[src/rtl/ksa_pkg.sv]
// Shared types and constants for the RC4 key-scheduling sequencer.
// The state encoding is also what state_tap shows when KSA_STATE_TAP_EN is defined.
package ksa_pkg;

    typedef enum logic [3:0] {
        ST_IDLE    = 4'd0,
        ST_INIT    = 4'd1,
        ST_READ_I  = 4'd2,
        ST_WAIT_I  = 4'd3,
        ST_READ_J  = 4'd4,
        ST_WAIT_J  = 4'd5,
        ST_WRITE_I = 4'd6,
        ST_WRITE_J = 4'd7,
        ST_DONE    = 4'd8
    } ksa_state_e;

    localparam int S_DEPTH     = 256;
    localparam int ITER_CYCLES = 6;

endpackage

[src/rtl/ksa_scheduler.sv]
// RC4 key-scheduling sequencer driving an external 256x8 S-RAM with 1-cycle read latency.
// Define KSA_STATE_TAP_EN to expose the current state on state_tap; otherwise it is tied to 0.
//
//   state    | meaning
//   ---------+-----------------------------------------------
//   IDLE     | waiting for start
//   INIT     | write S[i]=i for i=0..255
//   READ_I   | address S[i]
//   WAIT_I   | read latency for S[i]
//   READ_J   | latch si, compute new j, address S[j]
//   WAIT_J   | read latency for S[j], latch sj
//   WRITE_I  | S[i] <= sj
//   WRITE_J  | S[j] <= si, advance i/k or finish
//   DONE     | finished=1 until start drops
module ksa_scheduler
    import ksa_pkg::*;
#(
    parameter int KEY_LENGTH = 32,
    parameter int ROM_WIDTH  = 8
) (
    input  logic                                 clk,
    input  logic                                 reset,
    input  logic                                 start,
    input  logic [KEY_LENGTH-1:0][ROM_WIDTH-1:0] key_arr,
    input  logic [7:0]                           ram_q,
    output logic [7:0]                           ram_addr,
    output logic [7:0]                           ram_data,
    output logic                                 ram_wren,
    output logic                                 finished,
    output logic [3:0]                           state_tap
);

    localparam int KW = (KEY_LENGTH > 1) ? $clog2(KEY_LENGTH) : 1;
    localparam logic [7:0]    LAST_I = 8'(S_DEPTH - 1);
    localparam logic [KW-1:0] LAST_K = KW'(KEY_LENGTH - 1);

    ksa_state_e    r_state;
    ksa_state_e    w_next;
    logic [7:0]    r_i;
    logic [7:0]    r_j;
    logic [7:0]    r_si;
    logic [7:0]    r_sj;
    logic [KW-1:0] r_k;
    logic [7:0]    w_key;
    logic [7:0]    w_j_new;

    assign w_key   = 8'(key_arr[r_k]);
    assign w_j_new = r_j + ram_q + w_key;

    always_ff @(posedge clk) begin
        if (reset) begin
            r_state <= ST_IDLE;
        end else begin
            r_state <= w_next;
        end
    end

    always_comb begin
        w_next = r_state;
        unique case (r_state)
            ST_IDLE:    if (start) w_next = ST_INIT;
            ST_INIT:    if (r_i == LAST_I) w_next = ST_READ_I;
            ST_READ_I:  w_next = ST_WAIT_I;
            ST_WAIT_I:  w_next = ST_READ_J;
            ST_READ_J:  w_next = ST_WAIT_J;
            ST_WAIT_J:  w_next = ST_WRITE_I;
            ST_WRITE_I: w_next = ST_WRITE_J;
            ST_WRITE_J: w_next = (r_i == LAST_I) ? ST_DONE : ST_READ_I;
            ST_DONE:    if (!start) w_next = ST_IDLE;
            default:    w_next = ST_IDLE;
        endcase
    end

    always_comb begin
        ram_addr = 8'd0;
        ram_data = 8'd0;
        ram_wren = 1'b0;
        finished = 1'b0;
        unique case (r_state)
            ST_INIT: begin
                ram_wren = 1'b1;
                ram_addr = r_i;
                ram_data = r_i;
            end
            ST_READ_I, ST_WAIT_I: ram_addr = r_i;
            ST_READ_J:            ram_addr = w_j_new;
            ST_WAIT_J:            ram_addr = r_j;
            ST_WRITE_I: begin
                ram_wren = 1'b1;
                ram_addr = r_i;
                ram_data = r_sj;
            end
            ST_WRITE_J: begin
                ram_wren = 1'b1;
                ram_addr = r_j;
                ram_data = r_si;
            end
            ST_DONE: finished = 1'b1;
            default: ;
        endcase
    end

    // ram_q already holds S[j] during WAIT_J, so sj is captured there for the WRITE_I cycle.
    always_ff @(posedge clk) begin
        if (reset) begin
            r_i  <= 8'd0;
            r_j  <= 8'd0;
            r_k  <= '0;
            r_si <= 8'd0;
            r_sj <= 8'd0;
        end else begin
            unique case (r_state)
                ST_IDLE: begin
                    if (start) begin
                        r_i <= 8'd0;
                        r_j <= 8'd0;
                        r_k <= '0;
                    end
                end
                ST_INIT: begin
                    if (r_i == LAST_I) begin
                        r_i <= 8'd0;
                        r_j <= 8'd0;
                        r_k <= '0;
                    end else begin
                        r_i <= r_i + 8'd1;
                    end
                end
                ST_READ_J: begin
                    r_si <= ram_q;
                    r_j  <= w_j_new;
                end
                ST_WAIT_J: r_sj <= ram_q;
                ST_WRITE_J: begin
                    if (r_i != LAST_I) begin
                        r_i <= r_i + 8'd1;
                        r_k <= (r_k == LAST_K) ? '0 : r_k + 1'b1;
                    end
                end
                default: ;
            endcase
        end
    end

`ifdef KSA_STATE_TAP_EN
    assign state_tap = r_state;
`else
    assign state_tap = 4'd0;
`endif

endmodule

[config.mk]
export PLATFORM = sky130hd
export DESIGN_NAME = ksa_scheduler
export DESIGN_NICKNAME = d
export VERILOG_FILES = /design/src/rtl/ksa_pkg.sv /design/src/rtl/ksa_scheduler.sv
export SDC_FILE = /design/constraint.sdc
export NUM_CORES = 1
export LEC_CHECK = 0
export CAP_MARGIN = 10
export CORE_ASPECT_RATIO = 1.4
export CORE_MARGIN = 10
export CORE_UTILIZATION = 41
export CTS_CLUSTER_DIAMETER = 30
export DETAILED_ROUTE_END_ITERATION = 12
export GPL_ROUTABILITY_DRIVEN = 0
export PLACE_DENSITY = 0.88
export SETUP_SLACK_MARGIN = 0.2
export SLEW_MARGIN = 20
export SYNTH_ARGS = -nofsm -noshare
export SYNTH_HDL_FRONTEND = slang
export SYNTH_SLANG_ARGS = --single-unit
[constraint.sdc]
create_clock -name clk -period 8 [get_ports clk]
set_clock_uncertainty 0.1 [all_clocks]
set_input_delay 1.6 -clock clk [delete_from_list [all_inputs] [get_ports clk]]
set_output_delay 1.6 -clock clk [all_outputs]
set_load 0.01 [all_outputs]
== Word-level counts from Yosys, hierarchy flattened ==
Cells that the tools add are included.
Operators by class
  add/subtract/negate cells: 4
  $lt $le $gt $ge: 1
  equal/unequal tests: 15
  multiplexer cells: 22
  reductions and logical operators: 10
Operator list (count)
  $pmux W8 S3: 4
  $bmux W8 S5: 1
  $mux W8: 5
  $pmux W4 S9: 1
  $mux W5: 4
  $add A8 B8 Y8: 2
  $eq A4 B3 Y1 const B: 4
  $mux W4: 4
  $pmux W5 S3: 1
  $reduce_and A3 Y1: 3
  $add A8 B1 Y8 const B: 1
  $eq A4 B2 Y1 const B: 2
  $eq A8 B8 Y1 const B: 1
  $ne A2 B2 Y1 const B: 4
  $ne A8 B8 Y1 const B: 1
  $lt A5 B6 Y1 const B: 1
  $reduce_bool A3 Y1: 2
  $add A5 B1 Y5 const B: 1
  $eq A5 B5 Y1 const B: 1
  $eq A4 B1 Y1 const B: 1
  $eq A4 B4 Y1 const B: 1
  $logic_not A4 Y1: 1
  $reduce_and A4 Y1: 1
  $reduce_or A4 Y1: 1
  other kinds (3): 4
Storage, ports and cells
  register bits after elaboration: 41
  bits of input ports: 267
  output and inout bits: 22

== Logic depth before layout (Yosys ltp) ==
Gate-level depths: netlist (run 1).
  depth in word-level cells: 4
  gate-level depth with buffers: 16
  mapped depth without buffers: 13

== Worst setup path before layout (run 1) ==
No wires, ideal clock.
  path type: input port to output port
  start point: input port key_arr[249] in the netlist's numbering
  end point: output port ram_addr[7]
  arrival: 4927 ps
  data required time: 6300 ps
  path slack: 1373 ps
  stages: 13
  buffers on the path: 0
  cell sequence: mux4_2 > mux4_2 > mux2_2 > fa_1 > ha_1 > inv_1 > fa_1 > inv_1 > a21o_1 > a21oi_1 > o21ai_0 > xnor3_1 > o22ai_1
On the way
  longest elaborated chain between the ends: 4
RTL lines
  start: declaration: line ksa_scheduler.sv:24  | input logic [KEY_LENGTH-1:0][ROM_WIDTH-1:0] key_arr,
  $bmux W8 S5: line ksa_scheduler.sv:47  | assign w_key = 8'(key_arr[r_k]);
  $mux W8 (not written as such): line ksa_scheduler.sv:47
  $add A8 B8 Y8: line ksa_scheduler.sv:48  | assign w_j_new = r_j + ram_q + w_key;
  $pmux W8 S3: line ksa_scheduler.sv:79  | unique case (r_state)
  end: declaration: line ksa_scheduler.sv:26  | output logic [7:0] ram_addr,
No other way between the ends. The select of a mux whose other input is x is not followed.

== Worst setup path in the final report (run 1) ==
  start point: input port key_arr[185] in the netlist's numbering
  end point: output port ram_addr[7]
Same word-level chain as after synthesis.

==> impl_results.md, run 1 <==
- Avg WL per Cell: 26.54 um
- CTS tree: done
- Antenna violations before repair: 1
- Core ar.: 10810 um2
- Ys Warns: 0
- First-pass GRT wire length: 32.84 mm
- P per Cell Area: 112.5 nW/um2
- Io pins: 289
- WP data required: 6.30 ns
- Post-CTS Resized: 1
- Synthesized area: 4496 um2
- Worst min path class: reg -> reg
- Min Tclk post-route: 7.583 ns
- DRC Markers: 0
- Die Wd: 108.5 um
- Yosys top cell by area: mux4_2
- Routed vias: 4959
- Psw: 0.0002466 W
- Post-CTS Repair Setup Buffers: 0
- Highest routed layer: met5
- Worst skew pair latency: 0.28 ns
- Unrepaired setup endpoints after global routing: no
- DRT antenna net count: 0
- Post-synthesis cell type count: 52
- Hold Buf Count CTS: 0
- Share of cells above drive strength 1: 14.83%
- Reg power frac: 27.5%
- Critical path's slowest cell: fa_1
- Clock share of power: 24.8%
- Antenna cells: 0
- Setup violators final: 0
- Synthesized flop and latch total: 41
- Top cells by area, synth: mux4_2 35%, dfxtp_1 18%, mux2i_1 5.8%, nor2_1 3.6%, fa_1 3.6%
- Grt ovf: 0
- Arr. time, crit path: 5.88 ns
- Worst-path fanout max: 2
- Logic pwr share: 47.7%
- Worst vdd ir: 0.0001010 V
- DP Worst Slack: 0.2044 ns
- Nets: 972
- Post-Synthesis Cells: 426
- Clock Sinks: 41
- Async S/R FF share, synth: 0%
- DIE HEIGHT: 143.9 um
- Starting Density: 41.59%
- Post-DP HPWL: 18.92 mm
- Global Route Usage Sum: 27.91%
- Syn Area/Cell: 10.55 um2
- Row cnt: 45
- Fin crit share: 94.79%
- Post-synth EDFFs: 0
- Synth top area share: 35.07%
- Kind of start point of the critical path: primary input
- Final worst slack: 0.4169 ns
- Hold Path Depth: 2
- Outcome: finished, final reports clean
- First-pass detailed-route iteration total: 8
- Clock buffers created by TritonCTS: 5
- Leak: 2.628 nW
- Clock slew at reported path FFs: 0.06 ns
- Largest net degree at the start of global routing: 46
- Root buffer cell: clkbuf_16
- Critical path, cell by cell: clkdlybuf4s50_1 > mux4_2 > mux4_2 > mux2_2 > fa_1 > ha_1 > inv_1 > fa_1 > inv_1 > a21o_1 > a21oi_1 > o21ai_0 > xnor3_1 > o22ai_1 > dlygate4sd2_1
- Crit path capture type: output pin
- Initial drt markers: 405
- Max clock buf depth: 2
- Internal power: 0.0006019 W
- Worst Reg-to-Reg Cells: 13
- Met2 wire length: 11.49 mm
- Port bufs: 284
- Metal3 WL: 2.344 mm
- Sequential fraction of the synthesis area: 18.26%
- Relative slew slack: 31.32%
- Die Area: 15610 um2
- Max incr delay on CP: 0.51 ns
- FMAX: 0.1319 GHz
- Critical path class: in -> out
- Max-cap violations: 0
- Slew @ Worst Pin: 1.025 ns
- Most common cell after layout, fill and taps aside: clkdlybuf4s50_1
- Switching share of total power: 29.06%
- WL met1: 7.414 mm
- Avg Vias per Cell: 5.982
- Final-report max-slew violation count: 0
- Synth Flop Type: dfxtp_1
- H-tree depth: 2
- Most frequent cells in the layout: 282 x clkdlybuf4s50_1, 70 x mux4_2, 43 x nor2_1
- Final hold vios: 0
- Vias in the first global route: 5511
- Fin Setup TNS: 0 ns
- Total Routed Length: 22.00 mm
- Area delta synth->final: 67.71%
-- power by group through the flow --
stage	clock network (W)	registers [W]	logic (W)
floorplan	0	0.000218	0.000234
global placement	0	0.000236	0.000389
detailed placement	0	0.000238	0.000401
CTS	0.000212	0.000233	0.000404
global route	0.000220	0.000236	0.000432
finish	0.000210	0.000233	0.000405
-- synthesized netlist by cell type, types with 3 or more instances --
cell       n
mux4_2    70
a31oi_1    3
a22oi_1   11
xor2_1     5
buf_6      6
nand3b_1   3
a21oi_1   27
buf_2      5
nor3_1     4
a22o_1     3
or3_1      3
o31ai_1    3
buf_1      4
clkbuf_1  19
nand3_1   10
nor2_1    43
dfxtp_1   41
xnor2_1    8
a32oi_1    3
nand2_1   36
a222oi_1   8
buf_4      5
inv_1     16
ha_1       9
mux2i_1   26
o21ai_0    9
fa_1       8
mux2_2     7
-- critical path, delay by kind of cell --
family / cells / cell delay (ns)
xor+xnor: 1 / 0.46
compound gates: 4 / 0.54
buf+inv: 4 / 0.89
fa+ha+maj: 3 / 1.13
mux: 3 / 1.27
-- per-layer routing --
metal / GRT usage, % / vias up
li1: - / 2177
met1: 30.02 / 2395
met2: 49.14 / 333
met3: 10.13 / 52
met4: 9.255 / 2
met5: 0 / -
-- final timing paths --
check	endpoint	from	slack (ns)
max	ram_addr[7]	key_arr[185]	0.42
min	r_si[3]$_SDFFE_PP0P_	r_si[3]$_SDFFE_PP0P_	0.36
max reg2reg	r_j[7]$_SDFFE_PP0P_	r_k[0]$_SDFFE_PP0P_	3.35
min reg2reg	r_si[3]$_SDFFE_PP0P_	r_si[3]$_SDFFE_PP0P_	0.36
-- cell type report --
type                       count  area (um2)
inverter                      16       60.06
clock buffer                   6       150.1
tap                          141       176.4
sequential                    41       827.0
clock inverter                 1       5.005
multi-input combinational    333        3420
timing repair buffer         291        2902
fill                         791        3271
-- state kept, by name (all words and copies together) (netlist names) --
name and count:
r_si 8, r_i 8, r_k 5, r_state 4
r_sj 8, r_j 8
-- through the flow --
step / instances / total power (W) / utilization [%] / area [um2] / hold WS (ns)
after floorplan: 429 / 0.0004519 / - / 4507 / 0.3360
final: 829 / 0.0008485 / 69.75 / 7540 / 0.3582
after detailed placement: 822 / 0.0006394 / 68.37 / 7391 / 0.3501
after global routing: 829 / 0.0008874 / 69.75 / 7540 / 0.3884
after global placement: 822 / 0.0006252 / 68.32 / 7386 / 0.3415
after CTS: 829 / 0.0008491 / 69.79 / 7545 / 0.3580
-- cells by family (layout without fill, tap and decap cells) --
group / count (synthesis) / after routing / synth area share [%]
AO/OA/AOI/OAI: 79 / 79 / 11.75
flip-flops: 41 / 41 / 18.26
other: 1 / 4 / 0.08342
XOR/XNOR: 14 / 14 / 3.034
buffers and inverters: 55 / 314 / 6.151
adder cells (fa/ha/maj): 17 / 17 / 6.067
multiplexers: 103 / 103 / 42.61
AND/OR/NAND/NOR: 116 / 116 / 12.05
Note: power is estimated with default switching activity, not from simulation.
==> run 2, diff against run 1 <==
Settings changed: CAP_MARGIN 10 to 0, CORE_AREA set to 3 3 112 114, CORE_ASPECT_RATIO 1.4 to not set, CORE_MARGIN 10 to not set, CORE_UTILIZATION 41 to not set, DIE_AREA set to 0 0 115 117, PLACE_DENSITY 0.88 to 0.83.
==> run 2 against run 1 <==
Compared with the run above: sequential power hardly changed; clock power hardly changed; final cell count is 0.72% higher; power is 0.77% lower; combinational power is 2% lower; fmax is 1.2% higher; global-route usage is 0.72 points higher; non-clock buffer count is 2 higher; critical path depth is 1 lower; worst setup slack better by 0.090 ns.
==> impl_results.md, run 2 (synthesis gave the netlist of run 1 again) <==
- Buf/Inv on CP: 2
- Clock Sinks: 41
- Max-cap violations: 0
- Final hold vios: 0
- Total Routed Length: 19.65 mm
- Vias in the first global route: 4939
- P per Cell Area: 111.5 nW/um2
- Avg Vias per Cell: 5.905
- Most common cell after layout, fill and taps aside: clkdlybuf4s50_1
- Critical path's slowest cell: clkdlybuf4s50_1
- Placed cells: 826
- Final-report max-slew violation count: 0
- Worst vdd ir: 0.00008027 V
- Die Wd: 115 um
- Outcome: finished, final reports clean
- Crit path capture type: output pin
- Share of cells above drive strength 1: 15.34%
- Unrepaired setup endpoints after global routing: no
- First-pass detailed-route iteration total: 5
- Max clock buf depth: 2
- Fin Setup TNS: 0 ns
- Slew @ Worst Pin: 0.9989 ns
- Leak: 2.648 nW
- DRT antenna net count: 0
- Global Route Usage Sum: 28.63%
- Critical path, cell by cell: clkdlybuf4s50_1 > mux4_2 > mux4_2 > mux2_2 > fa_1 > ha_1 > a21o_1 > a21oi_1 > o21bai_1 > a21oi_1 > xnor2_1 > nand2_1 > o21ai_0 > clkdlybuf4s50_1
- Starting Density: 39.04%
- Initial drt markers: 464
- Core ar.: 11520 um2
- Largest net degree at the start of global routing: 36
- Worst path top cell family by delay: multiplexers
- Avg WL per Cell: 23.53 um
- Area delta synth->final: 67.97%
- WP data required: 6.30 ns
- Arr. time, crit path: 5.79 ns
- Clock buffers created by TritonCTS: 5
- Grt ovf: 0
- Fin cells: 835
- Root buffer cell: clkbuf_16
- Critical path class: in -> out
- Post-DP HPWL: 16.69 mm
- First-pass GRT wire length: 28.82 mm
- Worst-path fanout max: 2
- Min Tclk post-route: 7.494 ns
- DRC Markers: 0
- Final design instance area without fill: 7551 um2
- Hold Buf Count CTS: 0
- Routed vias: 4931
- Max incr delay on CP: 0.60 ns
- H-tree depth: 2
- Setup violators final: 0
- Clock slew at reported path FFs: 0.06 ns
- Post-DP Area: 7391 um2
- CTS tree: done
- Worst min path class: reg -> reg
- Fin crit share: 93.67%
- Antenna violations before repair: 0
- Io pins: 289
- Row cnt: 39
- Port bufs: 284
- Nets: 974
- DIE HEIGHT: 117 um
- Relative slew slack: 33.04%
- FMAX: 0.1334 GHz
- Most frequent cells in the layout: 282 x clkdlybuf4s50_1, 70 x mux4_2, 42 x nor2_1
- Worst skew pair latency: 0.29 ns
- Die Area: 13460 um2
- Kind of start point of the critical path: primary input
==> run 2: cell count changes in the layout (fill, tap and decap cells not counted), sizes merged <==
cell and change:
buf +2, dlygate4sd2 -1, clkinv +1, dlymetal6s2s +1, diode +1
==> run 2: path summary, 6_finish.rpt <==
check / start / endpoint / cells past startpoint / slack, ns
setup reg to reg: r_k[0]$_SDFFE_PP0P_ / r_j[7]$_SDFFE_PP0P_ / 13 / 3.30
hold reg to reg: r_si[3]$_SDFFE_PP0P_ / r_si[3]$_SDFFE_PP0P_ / 2 / 0.36
setup / recovery: key_arr[242] / ram_addr[6] / 14 / 0.51
hold / removal: r_si[3]$_SDFFE_PP0P_ / r_si[3]$_SDFFE_PP0P_ / 2 / 0.36
==> run 2: worst min-delay path: stages, from the launching register on <==
cell     delay, ns
dfxtp_1       0.31
nand2_1       0.05
a21oi_1       0.05
==> run 2: layout make-up <==
cell class              instances  area, um2
fillers                       874       3965
repair buffers                293       2908
clock inverters                 2      13.76
inverters                      16      60.06
well taps                     143      178.9
diodes                          1      2.502
flip-flops and latches         41      827.0
clock buffers                   6      138.9
multi-input cells             333       3422
==> run 2: what timing repair did <==
item                       CTS  global route
gates resized for setup      1             1
setup endpoints to repair    1             1
setup buffers                0             0
==> run 2: routing by layer <==
layer / track usage, % / vias to the layer above / part of all wire (%)
li1: - / 2195 / -
met1: 39.05 / 2374 / 39
met2: 46.10 / 334 / 49
met3: 8.483 / 28 / 11
met4: 5.008 / 0 / 1.8
met5: 0 / - / 0
==> run 2: through the flow <==
step                setup slack (ns)  total power (W)  hold WS (ns)  utilization [%]
floorplan                      1.373        0.0004519        0.3360                -
global placement              0.2205        0.0006257        0.3417            64.18
detailed placement            0.2128        0.0006334        0.3500            64.18
CTS                           0.2280        0.0008395        0.3582            65.50
global route                  0.3475        0.0008819        0.3734            65.55
finish                        0.5065        0.0008420        0.3604            65.57
==> run 2: power breakdown <==
group          internal, W  switching, W
Clock             0.000124     0.0000851
Combinational     0.000260      0.000138
Sequential        0.000210     0.0000249
==> run 3, diff against run 2 <==
Settings changed: CORE_AREA 3 3 112 114 to not set, CORE_MARGIN set to 4, CORE_UTILIZATION set to 41, DIE_AREA 0 0 115 117 to not set, PLACE_DENSITY 0.83 to 0.88, SLEW_MARGIN 20 to 10.
==> run 3 against run 2 <==
Compared with the run above: sequential share of layout area is 0.097 points higher; non-clock buffer count stayed put; first-iteration DRC count is 8.6% higher; critical path depth is 1 higher; flip-flop and latch count stayed put; global-route usage is 1.7 points higher; highest routed layer is now met5.
==> impl_results.md, run 3 (synthesis gave the netlist of run 1 again) <==
- Root buffer cell: clkbuf_8
- First-pass detailed-route iteration total: 5
- DIE HEIGHT: 112.7 um
- Avg Vias per Cell: 5.998
- Final-report max-slew violation count: 0
- Critical path class: in -> out
- Placed cells: 819
- Critical path, cell by cell: clkdlybuf4s50_1 > mux4_2 > mux4_2 > mux2_2 > fa_1 > ha_1 > inv_1 > fa_1 > inv_1 > a21o_1 > a21oi_1 > xnor2_1 > nand2_1 > o21ai_0 > clkdlybuf4s50_1
- Worst vdd ir: 0.00007114 V
- WP data required: 6.30 ns
- DRC Markers: 0
- First-pass GRT wire length: 29.75 mm
- CTS tree: done
- Fillcell total: 746
- Io pins: 289
- Slew @ Worst Pin: 1.111 ns
- Max incr delay on CP: 0.59 ns
- P per Cell Area: 103.6 nW/um2
- Most common cell after layout, fill and taps aside: clkdlybuf4s50_1
- Outcome: finished, final reports clean
- Unrepaired setup endpoints after global routing: no
- Max-cap violations: 0
- FMAX: 0.1331 GHz
- Initial drt markers: 504
- Area delta synth->final: 66.49%
- Post-DP HPWL: 16.91 mm
- Setup violators final: 0
- Tot Pwr: 0.0007757 W
- Relative slew slack: 25.64%
- Crit path capture type: output pin
- Most frequent cells in the layout: 283 x clkdlybuf4s50_1, 70 x mux4_2, 43 x nor2_1
- Die Area: 12700 um2
- Clock slew at reported path FFs: 0.08 ns
- DRT antenna net count: 0
- Routed vias: 4966
- Vias in the first global route: 5408
- Nets: 974
- Fin Setup TNS: 0 ns
- Leak: 2.617 nW
- Final hold vios: 0
- Fin cells: 828
- Global Route Usage Sum: 30.36%
- H-tree depth: 2
- Arr. time, crit path: 5.81 ns
- Worst-path fanout max: 2
- Min Tclk post-route: 7.515 ns
- Antenna violations before repair: 1
- Kind of start point of the critical path: primary input
- Worst skew pair latency: 0.31 ns
- Post-layout util: 71.22%
- Clock buffers created by TritonCTS: 5
- Core ar.: 10510 um2
- Largest net degree at the start of global routing: 34
- Max clock buf depth: 2
- Worst min path class: reg -> reg
- Critical path's slowest cell: clkdlybuf4s50_1
- Port bufs: 284
- Fin crit share: 93.93%
- Final worst slack: 0.4853 ns
- Total Routed Length: 19.98 mm
- Starting Density: 42.78%
- Die Wd: 112.7 um
- Row cnt: 37
- DP Worst Slack: 0.03181 ns
- Share of cells above drive strength 1: 15.20%
- Avg WL per Cell: 24.12 um
- Clock Sinks: 41
- Grt ovf: 0
run 3: what timing repair did:
item                       4_1_cts  5_1_grt
pin swaps                        1        0
hold buffers                     0        0
setup endpoints to repair        1        1
gates resized for setup          1        1
buffers inserted                 0        0
run 3: worst max-delay path: cells and delay by family:
kind            cells  cell delay, ns
mux                 3            1.27
buf+inv             4            1.18
xor+xnor            1            0.17
simple gates        1            0.10
fa+ha+maj           3            1.12
compound gates      3            0.38
run 3: area by class of cell:
type / count / area [um2] / area share [%]
inverter: 16 / 60.06 / 0.8024
multi-input combinational: 333 / 3426 / 45.77
clock inverter: 3 / 17.52 / 0.2340
antenna: 1 / 2.502 / 0.03343
sequential: 41 / 827.0 / 11.05
timing repair buffer: 293 / 2913 / 38.92
clock buffer: 5 / 68.82 / 0.9194
tap: 136 / 170.2 / 2.273
run 3: metrics by stage:
step                      cell area (um2)  hold WS (ns)
after floorplan                      4507        0.3360
after CTS                            7475        0.3615
after global placement               7382        0.3420
after detailed placement             7382        0.3482
final                                7485        0.3624
after global routing                 7482        0.3787
run 3: path summary, 6_finish.rpt:
check,start,end,slack [ns],depth (start not counted)
worst min register to register,r_si[1]$_SDFFE_PP0P_,r_si[1]$_SDFFE_PP0P_,0.36,2
worst max-delay path,key_arr[25],ram_addr[5],0.49,15
worst min-delay path,r_si[1]$_SDFFE_PP0P_,r_si[1]$_SDFFE_PP0P_,0.36,2
worst max register to register,r_k[0]$_SDFFE_PP0P_,r_j[7]$_SDFFE_PP0P_,3.45,13
run 3: report_power, final:
part,internal [W],switching (W)
clock network,0.0000602,0.0000775
logic,0.000260,0.000144
registers,0.000210,0.0000241
total,0.000530,0.000246
run 3: per-layer routing:
metal	vias up	track usage, %	wire length (um)
met5	-	0	20
met4	2	10.26	697
met3	56	8.182	2007
met2	356	53.95	10010
met1	2369	35.32	7236
li1	2183	-	-
